## src/rtl/int_controller.sv

```systemverilog
// int_controller
//
// Purpose:
//   Latches rising edges on the peripheral interrupt lines and applies a
//   software-loaded enable mask. It picks the lowest-index enabled pending
//   line and handshakes an interrupt request plus handler vector with the
//   control unit. It asks the flags register to mask interrupts (flags[2])
//   on entry and to unmask them on return-from-interrupt.
//
// Ports:
//   clk         system clock, all logic on posedge
//   rst         synchronous active-high reset
//   irq         interrupt lines, rising-edge sensitive
//   en_load     load enable mask from bus1[NUM_IRQ-1:0]
//   bus1        data bus
//   flags       CPU flags register; only flags[2] (1 = masked) is used
//   int_ack     control unit accepts the current request
//   reti        control unit executing return-from-interrupt
//   int_req     interrupt request to the control unit
//   int_vector  handler address, valid while int_req = 1
//   mask_int    one-cycle pulse to set flags[2]
//   unmask_int  one-cycle pulse to clear flags[2]
//   active      a handler is in service
//   active_id   index of the line in service or requested
//   pending     latched, not yet serviced edges
module int_controller #(
    parameter int          NUM_IRQ      = 4,
    parameter logic [15:0] VECTOR_BASE  = 16'h0010,
    parameter int          VECTOR_SHIFT = 2
) (
    input  logic               clk,
    input  logic               rst,
    input  logic [NUM_IRQ-1:0] irq,
    input  logic               en_load,
    input  logic [15:0]        bus1,
    input  logic [15:0]        flags,
    input  logic               int_ack,
    input  logic               reti,
    output logic               int_req,
    output logic [15:0]        int_vector,
    output logic               mask_int,
    output logic               unmask_int,
    output logic               active,
    output logic [3:0]         active_id,
    output logic [NUM_IRQ-1:0] pending
);

    typedef enum logic [1:0] {
        IDLE    = 2'd0,
        REQ     = 2'd1,
        SERVICE = 2'd2
    } state_t;

    state_t             state_q, state_d;
    logic [NUM_IRQ-1:0] irq_prev_q;
    logic [NUM_IRQ-1:0] pending_q, pending_d;
    logic [NUM_IRQ-1:0] enable_q, enable_d;
    logic [15:0]        vector_q, vector_d;
    logic [3:0]         id_q, id_d;
    logic               mask_q, mask_d;
    logic               unmask_q, unmask_d;

    logic [NUM_IRQ-1:0] cand;
    logic               cand_found;
    logic [3:0]         cand_idx;
    logic [15:0]        cand_vector;
    logic [NUM_IRQ-1:0] clear;
    logic               masked;

    // Only part of bus1 and a single bit of flags are meaningful here.
    logic unused_inputs;
    assign unused_inputs = ^{bus1, flags};

    assign masked = flags[2];

    // Lowest index wins: scan from the top so the last hit is the lowest.
    always_comb begin
        cand       = pending_q & enable_q;
        cand_found = |cand;
        cand_idx   = 4'd0;
        for (int i = NUM_IRQ - 1; i >= 0; i--) begin
            if (cand[i]) begin
                cand_idx = 4'(i);
            end
        end
        cand_vector = VECTOR_BASE + (16'(cand_idx) << VECTOR_SHIFT);
    end

    // Next-state and registered-output logic.
    always_comb begin
        state_d  = state_q;
        id_d     = id_q;
        vector_d = vector_q;
        mask_d   = 1'b0;
        unmask_d = 1'b0;
        clear    = '0;

        case (state_q)
            IDLE: begin
                if (cand_found && !masked) begin
                    state_d  = REQ;
                    id_d     = cand_idx;
                    vector_d = cand_vector;
                end
            end
            REQ: begin
                // id/vector stay frozen here; ack beats a late software mask.
                if (int_ack) begin
                    state_d = SERVICE;
                    mask_d  = 1'b1;
                    clear   = NUM_IRQ'(1) << id_q;
                end else if (masked) begin
                    state_d = IDLE;
                end
            end
            SERVICE: begin
                if (reti) begin
                    state_d  = IDLE;
                    unmask_d = 1'b1;
                end
            end
            default: begin
                state_d = IDLE;
            end
        endcase

        // A new edge on the bit being cleared is kept (set wins).
        pending_d = (pending_q & ~clear) | (irq & ~irq_prev_q);
        enable_d  = en_load ? bus1[NUM_IRQ-1:0] : enable_q;
    end

    always_ff @(posedge clk) begin
        if (rst) begin
            state_q    <= IDLE;
            irq_prev_q <= '0;
            pending_q  <= '0;
            enable_q   <= '0;
            vector_q   <= VECTOR_BASE;
            id_q       <= 4'd0;
            mask_q     <= 1'b0;
            unmask_q   <= 1'b0;
        end else begin
            state_q    <= state_d;
            irq_prev_q <= irq;
            pending_q  <= pending_d;
            enable_q   <= enable_d;
            vector_q   <= vector_d;
            id_q       <= id_d;
            mask_q     <= mask_d;
            unmask_q   <= unmask_d;
        end
    end

    // Every output comes straight from a register or a state decode.
    assign int_req    = (state_q == REQ);
    assign active     = (state_q == SERVICE);
    assign int_vector = vector_q;
    assign active_id  = id_q;
    assign mask_int   = mask_q;
    assign unmask_int = unmask_q;
    assign pending    = pending_q;

endmodule

```

## config.mk

```make
export PLATFORM = sky130hd
export DESIGN_NAME = int_controller
export DESIGN_NICKNAME = d
export VERILOG_FILES = /design/src/rtl/int_controller.sv
export SDC_FILE = /design/constraint.sdc
export NUM_CORES = 1
export LEC_CHECK = 0
export CAP_MARGIN = 20
export CORE_UTILIZATION = 34
export CTS_CLUSTER_DIAMETER = 40
export DETAILED_ROUTE_END_ITERATION = 7
export PLACE_DENSITY = 0.83
export SETUP_SLACK_MARGIN = 0.2
export SLEW_MARGIN = 10
export SYNTH_ARGS = -nofsm -noshare
export SYNTH_HDL_FRONTEND = slang
export SYNTH_SLANG_ARGS = --single-unit
```

## constraint.sdc

```tcl
create_clock -name clk -period 3.2 [get_ports clk]
set_input_delay 0.64 -clock clk [delete_from_list [all_inputs] [get_ports clk]]
set_output_delay 0.64 -clock clk [all_outputs]
set_load 0.02 [all_outputs]
```

# ---- After elaboration in Yosys (flattened, before gate mapping)
# Cells that the tools add are included.
dict set report totals {
  reg_bits 36
  elab_cells 44
  inputBits 41
}
dict set report classes {
  n_reduce_logical 8
  n_shift 1
  n_eq_ne 5
  n_bitwise 8
  addsub 1
  muxes 13
}
# op count
set ops {}
lappend ops {{$mux W4} 4}
lappend ops {{$and A4 B4 Y4} 3}
lappend ops {{$mux W2} 6}
lappend ops {{$not A4 Y4} 2}
lappend ops {{$add A5 B6 Y7 const A} 1}
lappend ops {{$pmux W2 S3} 1}
lappend ops {{$ne A2 B2 Y1 const B} 2}
lappend ops {{$or A4 B4 Y4} 1}
lappend ops {{$reduce_or A2 Y1} 2}
lappend ops {{$reduce_or A4 Y1} 1}
lappend ops {{$shl A1 B4 Y4 const A} 1}
lappend ops {{$ne A3 B3 Y1 const B} 1}
lappend ops {{$reduce_and A3 Y1} 1}
lappend ops {{$eq A2 B1 Y1 const B} 1}
lappend ops {{$eq A2 B2 Y1 const B} 1}
lappend ops {{$logic_not A2 Y1} 1}
lappend ops {{$mux W1} 2}
lappend ops {{$not A1 Y1} 2}
lappend ops {{$reduce_and A2 Y1} 1}
lappend ops {{$logic_and A1 B1 Y1} 1}
lappend ops {{$logic_not A1 Y1} 1}

# ---- Longest topological paths before layout
# Gate-level depths: netlist of the first run.
dict set report depth {
  depth_word 6
  depth_mapped 5
  depth_no_buf 4
}

# ---- Worst setup path after synthesis of the first run
# Ideal clock, no wire load.
dict set report synth_timing {
  path_type {input -> register}
  start {in flags[2]}
  end {reg state_q[0]}
  t_arrival_ns 1.288
  path_slack_ns 1.839
  required_time_ns 3.127
  path_stages 4
  path_cell_list {or3_4 a21oi_2 a21oi_2 nor3_2}
}
dict set report synth_via {
  elab_chain_cells 4
}
# item line_no
set synth_lines {}
lappend synth_lines {{start, declared} 36} ;# input logic [15:0] flags,
lappend synth_lines {{$logic_not A1 Y1} 100} ;# if (cand_found && !masked) begin
lappend synth_lines {{$logic_and A1 B1 Y1} 100}
lappend synth_lines {{$ne A2 B2 Y1 (no source line)} -}
lappend synth_lines {{$reduce_and A3 Y1 (no source line) (*)} -}
lappend synth_lines {{end signal, assigned} 143} ;# state_q <= state_d;
lappend synth_lines {{end, declared} 54} ;# state_t state_q, state_d;
# Every way passes the cells marked *; elsewhere a longest branch is shown, timed or not.
# A chain may end at the register's enable or synchronous reset.

# ---- Worst setup path in the final report of the first run
dict set report layout_timing {
  start {reg state_q[0]}
  end {out int_req}
}
dict set report layout_via {
  elab_chain_cells 1
}
# item line_no
set layout_lines {}
lappend layout_lines {{$eq A2 B1 Y1} 155} ;# assign int_req = (state_q == REQ);
lappend layout_lines {{end, declared} 39} ;# output logic int_req,
# Every way passes these cells.

==> results of run 1 <==
cells in the mapped netlist:
master	n	area share [%]
inv_1	1	0.45
and3b_1	1	1.0
or3_4	1	1.3
buf_2	2	1.2
nor3b_2	1	1.5
mux2i_1	4	4.8
clkbuf_1	1	0.45
a22oi_1	2	1.8
a32o_1	1	1.2
dfxtp_1	18	43
nand4_1	1	0.74
nand2_1	2	0.89
o31ai_1	2	1.8
nor2_1	9	4.0
buf_4	18	16
o21ai_0	3	1.8
a21oi_2	2	2.1
nand3_1	2	1.2
nor3_2	1	1.2
buf_1	1	0.45
conb_1	2	0.89
nor2b_1	8	5.9
a21oi_1	6	3.6
nand2b_1	4	3.0
power by group through the flow:
| stage | Sequential [µW] | Clock, µW | Combinational, µW |
|---|---|---|---|
| 6_report | 244 | 133 | 81.3 |
| 3_5_place_dp | 249 | 0 | 81.2 |
| 4_1_cts | 244 | 139 | 81.8 |
| 3_3_place_gp | 248 | 0 | 80.4 |
| 2_1_floorplan | 252 | 0 | 60.2 |
| 5_1_grt | 246 | 151 | 88.7 |
layout make-up:
cell class	instances	area [µm²]	area share, %
clock buffers	4	36.3	3.41
inverters	1	3.75	0.353
multi-input cells	66	378	35.5
flip-flops and latches	18	360	33.9
well taps	28	35.0	3.29
repair buffers	25	250	23.5
worst max-delay path by stage:
stage                     from          to  slack, ns  cells after the start
floorplan             flags[2]  state_q[0]       1.84                      4
global placement    state_q[0]     int_req       1.20                      2
detailed placement  state_q[0]     int_req       1.19                      2
CTS                 state_q[0]     int_req       0.85                      2
global route        state_q[0]     int_req       0.73                      2
finish              state_q[0]     int_req       0.86                      2
layer usage:
layer / GRT usage, % / up-vias / wire length (µm)
met5: 0 / - / 0
met4: 5.41 / 0 / 8
met3: 2.63 / 2 / 114
met2: 21.0 / 30 / 681
met1: 13.8 / 299 / 619
li1: - / 316 / -
registers in the layout (all words and copies together), names as in the netlist:
signal,cells
enable_q,4
int_vector,2
irq_prev_q,4
mask_int,1
pending,4
state_q,2
unmask_int,1
kinds of logic after synthesis:
group | synth area share, %
AO/OA/AOI/OAI | 12.2
buffers and inverters | 18.6
flip-flops | 42.8
multiplexers | 4.76
other | 0.892
AND/OR/NAND/NOR | 20.8
cell usage in the layout (no fill, tap or decap), types with 2 or more instances in the layout:
cell type | synthesis | layout
a22oi_1 | 2 | 2
conb_1 | 2 | 16
a21oi_1 | 6 | 6
a21oi_2 | 2 | 2
nand2_1 | 2 | 2
dfxtp_1 | 18 | 18
nand2b_1 | 4 | 4
o21ai_0 | 3 | 3
nor2_1 | 9 | 9
nand3_1 | 2 | 2
clkdlybuf4s50_1 | 0 | 25
o31ai_1 | 2 | 2
mux2i_1 | 4 | 4
nor2b_1 | 8 | 8
clkbuf_4 | 0 | 3
metrics by stage:
step | setup WS [ns] | instance area, µm² | hold slack (ns) | std cells
2_1_floorplan | 1.84 | 895 | 0.462 | 107
3_3_place_gp | 1.20 | 1030 | 0.475 | 138
3_5_place_dp | 1.19 | 1030 | 0.483 | 138
4_1_cts | 0.854 | 1060 | 0.501 | 142
5_1_grt | 0.729 | 1060 | 0.535 | 142
6_report | 0.862 | 1060 | 0.501 | 142
critical path: cells and delay by family, from the launching register on:
kind          cells  cell delay [ns]
buf+inv           1             0.69
flops             1             0.36
simple gates      1             0.37
==> flow_metrics.env, run 1 <==
export IMPL_ctsResizeCount=0
export IMPL_seq_power_share_pct=53.3
export IMPL_wl_per_cell_um=10.0
export IMPL_ir_drop_v=0.000181
export IMPL_hpwl_um=1120
export IMPL_cts_root_buf="clkbuf_4"
export IMPL_clock_skew_ns=0.00256
export IMPL_grt_pass1_vias=587
export IMPL_syn_area_um2=842
export IMPL_r2r_cells=4
export IMPL_ys_ff_latch=18
export IMPL_die_w_um=51.8
export IMPL_n_fill_cell=227
export IMPL_routed_wirelength_um=1420
export IMPL_endpoint_kind="primary output"
export IMPL_worstSetupPathType="reg2out"
export IMPL_worstMarginPinSlew_ns=0.649
export IMPL_gr_total_overflow=0
export IMPL_ys_types=24
export IMPL_worstPathRequired_ns=2.56
export IMPL_r2r_end="pending[2]"
export IMPL_numCtsBuffers=3
export IMPL_post_cts_buffers=0
export IMPL_clkSinkCount=18
export IMPL_drive_gt1_share_pct=7.89
export IMPL_grt_usage_pct=12.0
export IMPL_whs_path_depth=2
export IMPL_r2r_start="state_q[0]"
export IMPL_clock_power_share_pct=29.0
export IMPL_hold_path_endpoint="pending[1]"
export IMPL_crit_path_start_kind="flop"
export IMPL_final_setup_tns_ns=0
export IMPL_cts_path_max_buffers=2
export IMPL_core_area_mm2=0.00228
export IMPL_max_stage_delay_ns=0.69
export IMPL_relSlewSlack_pct=56.6
export IMPL_synthesis_instances=93
export IMPL_first_pass_iters=3
export IMPL_antenna_found_initial=0
export IMPL_gp_congestion=0.911
export IMPL_cts_hold_buf=0
export IMPL_syn_avg_cell_area_um2=9.05
export IMPL_slew_viol_final=0
export IMPL_power_density_mw_per_mm2=430
export IMPL_io_buffer_count=25
export IMPL_die_h_um=51.8
export IMPL_maxCapViolations=0
export IMPL_rsz0062_at_grt="no"
export IMPL_final_period_utilization_pct=73.1
export IMPL_cts_max_level=1
export IMPL_final_nets=156
export IMPL_p_sw_share_pct=25.5
export IMPL_rows=17
export IMPL_final_setup_viol_count=0
export IMPL_clk_pin_slew_ns=0.10
export IMPL_total_power_uw=458
export IMPL_finalHoldViolCount=0
export IMPL_io_pins=69
export IMPL_cp_arrival_ns=1.70
export IMPL_max_freq_mhz=428
export IMPL_path_max_fanout=6
export IMPL_crit_chain="nor2b_1 -> clkdlybuf4s50_1"
export IMPL_r2r_slack_ns=1.83
export IMPL_yosysWarnings=0
export IMPL_diodes=0
export IMPL_viasPerCell=4.56
export IMPL_grt_max_degree=20
export IMPL_via_count=647
export IMPL_p_int_uw=341
export IMPL_p_leak_uw=0.000426
export IMPL_drtIter0Drc=8
export IMPL_start_util_pct=37.0
export IMPL_ys_seq_area_share_pct=42.8
export IMPL_post_route_drc_count=0
export IMPL_clock_latency_ns=0.28
export IMPL_hold_path_startpoint="irq_prev_q[1]"
export IMPL_hold_path_class="reg2reg"
export IMPL_die_area_mm2=0.00268
export IMPL_grt_pass1_wl_um=2370
export IMPL_comb_power_share_pct=17.8
export IMPL_area_delta_synth_final_pct=26.3
export IMPL_min_period_ns=2.34
export IMPL_cts_tree="done"
export IMPL_fin_util_pct=46.7
export IMPL_switchingPower_uw=117
export IMPL_drtAntennaViolNets=0
export IMPL_status="completed"
export IMPL_slowest_stage="clkdlybuf4s50_1"
Power figures use the tool's default switching activity.
==> run 2: changes to the inputs <==
Settings changed: CORE_UTILIZATION 34 to 32, PLACE_DENSITY 0.83 to 0.78.
Clock period 3.2 ns to 2.4 ns, I/O delays scaled along.
==> run 2 against run 1 <==
Compared with the run above: flip-flop and latch count unchanged; die area is 6.0% higher; critical path depth is the same; worst setup slack got worse by 0.52 ns; power grew 25%; largest power group unchanged.
==> flow_metrics.env, run 2 (same netlist as run 1, synthesis figures left out) <==
export IMPL_clkSinkCount=18
export IMPL_status="completed"
export IMPL_worst_slack_ns=0.341
export IMPL_drive_gt1_share_pct=8.77
export IMPL_core_area_mm2=0.00248
export IMPL_total_power_uw=574
export IMPL_comb_power_share_pct=19.2
export IMPL_die_w_um=53.3
export IMPL_final_setup_viol_count=0
export IMPL_gr_total_overflow=0
export IMPL_grt_pass1_wl_um=2280
export IMPL_endpoint_kind="primary output"
export IMPL_final_cell_mix="clkdlybuf4s50_1 (25), dfxtp_1 (18), conb_1 (16)"
export IMPL_viasPerCell=4.37
export IMPL_post_route_drc_count=0
export IMPL_path_max_fanout=6
export IMPL_slew_viol_final=0
export IMPL_die_h_um=53.3
export IMPL_antenna_found_initial=0
export IMPL_fin_util_pct=42.9
export IMPL_final_period_utilization_pct=85.8
export IMPL_max_freq_mhz=486
export IMPL_finalHoldViolCount=0
export IMPL_clock_skew_ns=0.000251
export IMPL_whs_path_depth=2
export IMPL_worstPathRequired_ns=1.92
export IMPL_p_sw_share_pct=26.5
export IMPL_grt_use_met1_pct=12.6
export IMPL_r2r_cells=4
export IMPL_drtAntennaViolNets=0
export IMPL_via_count=629
export IMPL_grt_usage_pct=11.3
export IMPL_gp_congestion=0.765
export IMPL_grt_busiest_layer="met2"
export IMPL_grt_pass1_vias=554
export IMPL_min_period_ns=2.06
export IMPL_hpwl_um=1230
export IMPL_cp_arrival_ns=1.58
export IMPL_hold_path_class="reg2reg"
export IMPL_io_pins=69
export IMPL_switchingPower_uw=152
export IMPL_area_delta_synth_final_pct=26.2
export IMPL_p_leak_uw=0.000424
export IMPL_rows=18
export IMPL_fin_cells=144
export IMPL_routed_wirelength_um=1510
export IMPL_met2_usage_pct=19.6
export IMPL_cts_root_buf="clkbuf_4"
export IMPL_worstSetupPathType="reg2out"
export IMPL_clock_power_share_pct=24.2
export IMPL_die_area_mm2=0.00284
export IMPL_start_util_pct=34.0
export IMPL_maxCapViolations=0
export IMPL_pre_cts_slack_ns=0.502
export IMPL_numCtsBuffers=3
export IMPL_grt_max_degree=13
export IMPL_seq_power_share_pct=56.6
export IMPL_first_pass_iters=4
export IMPL_grt_use_met3_pct=2.01
export IMPL_rsz0062_at_grt="no"
export IMPL_crit_path_start_kind="flop"
export IMPL_cts_path_max_buffers=2
export IMPL_layout_commonest_cell="clkdlybuf4s50_1"
export IMPL_power_density_mw_per_mm2=540
export IMPL_clock_latency_ns=0.28
export IMPL_clk_pin_slew_ns=0.09
export IMPL_p_int_uw=422
export IMPL_dp_cells=141
export IMPL_drtIter0Drc=3
export IMPL_final_setup_tns_ns=0
export IMPL_cts_max_level=1
export IMPL_cts_tree="done"
export IMPL_io_buffer_count=25
export IMPL_final_nets=157
export IMPL_wl_per_cell_um=10.5
export IMPL_diodes=0
export IMPL_ir_drop_v=0.000219
-- run 2: changes by cell type in the layout (fill, tap and decap cells not counted) --
cell / before / now
nor2b_2: 0 / 1
nor2b_1: 8 / 7
clkbuf_8: 1 / 0
buf_4: 0 / 1
-- run 2: metal layers --
metal / part of all wire (%) / vias to the layer above
met5: 0 / -
met4: 1.4 / 0
met3: 7.2 / 2
met2: 50 / 25
met1: 41 / 286
li1: - / 316
-- run 2: area by class of cell --
type	count	area, µm²
clock buffer	3	22.5
tap	30	37.5
inverter	1	3.75
sequential	18	360
multi-input combinational	66	380
fill	242	1420
timing repair buffer	26	258
-- run 2: power by group through the flow --
| stage | sequential, µW | clock (µW) | combinational, µW |
|---|---|---|---|
| after floorplan | 337 | 0 | 80.3 |
| after global placement | 331 | 0 | 109 |
| after detailed placement | 332 | 0 | 110 |
| after CTS | 325 | 143 | 111 |
| after global routing | 327 | 156 | 120 |
| final | 325 | 139 | 110 |
-- run 2: worst paths after layout --
check                 from          to  slack [ns]
max             state_q[0]     int_req        0.34
min          irq_prev_q[0]  pending[0]        0.49
max reg2reg     state_q[0]  pending[0]        1.18
min reg2reg  irq_prev_q[0]  pending[0]        0.49
-- run 2: what timing repair did --
| item | CTS | global route |
|---|---|---|
| setup endpoints to repair | 1 | 0 |
| hold buffers | 0 | 0 |
| resized for setup | 1 | 0 |
| buffers inserted | 0 | 0 |
-- run 2: critical path, cell delays in order (launching register included) --
cell and delay [ns]:
dfxtp_1 0.36, nor2b_2 0.28, clkdlybuf4s50_1 0.66
-- run 2: through the flow --
stage	hold WS [ns]	cell area (µm²)
6_report	0.492	1060
4_1_cts	0.496	1060
2_1_floorplan	0.462	895
3_3_place_gp	0.474	1040
3_5_place_dp	0.480	1040
5_1_grt	0.519	1060
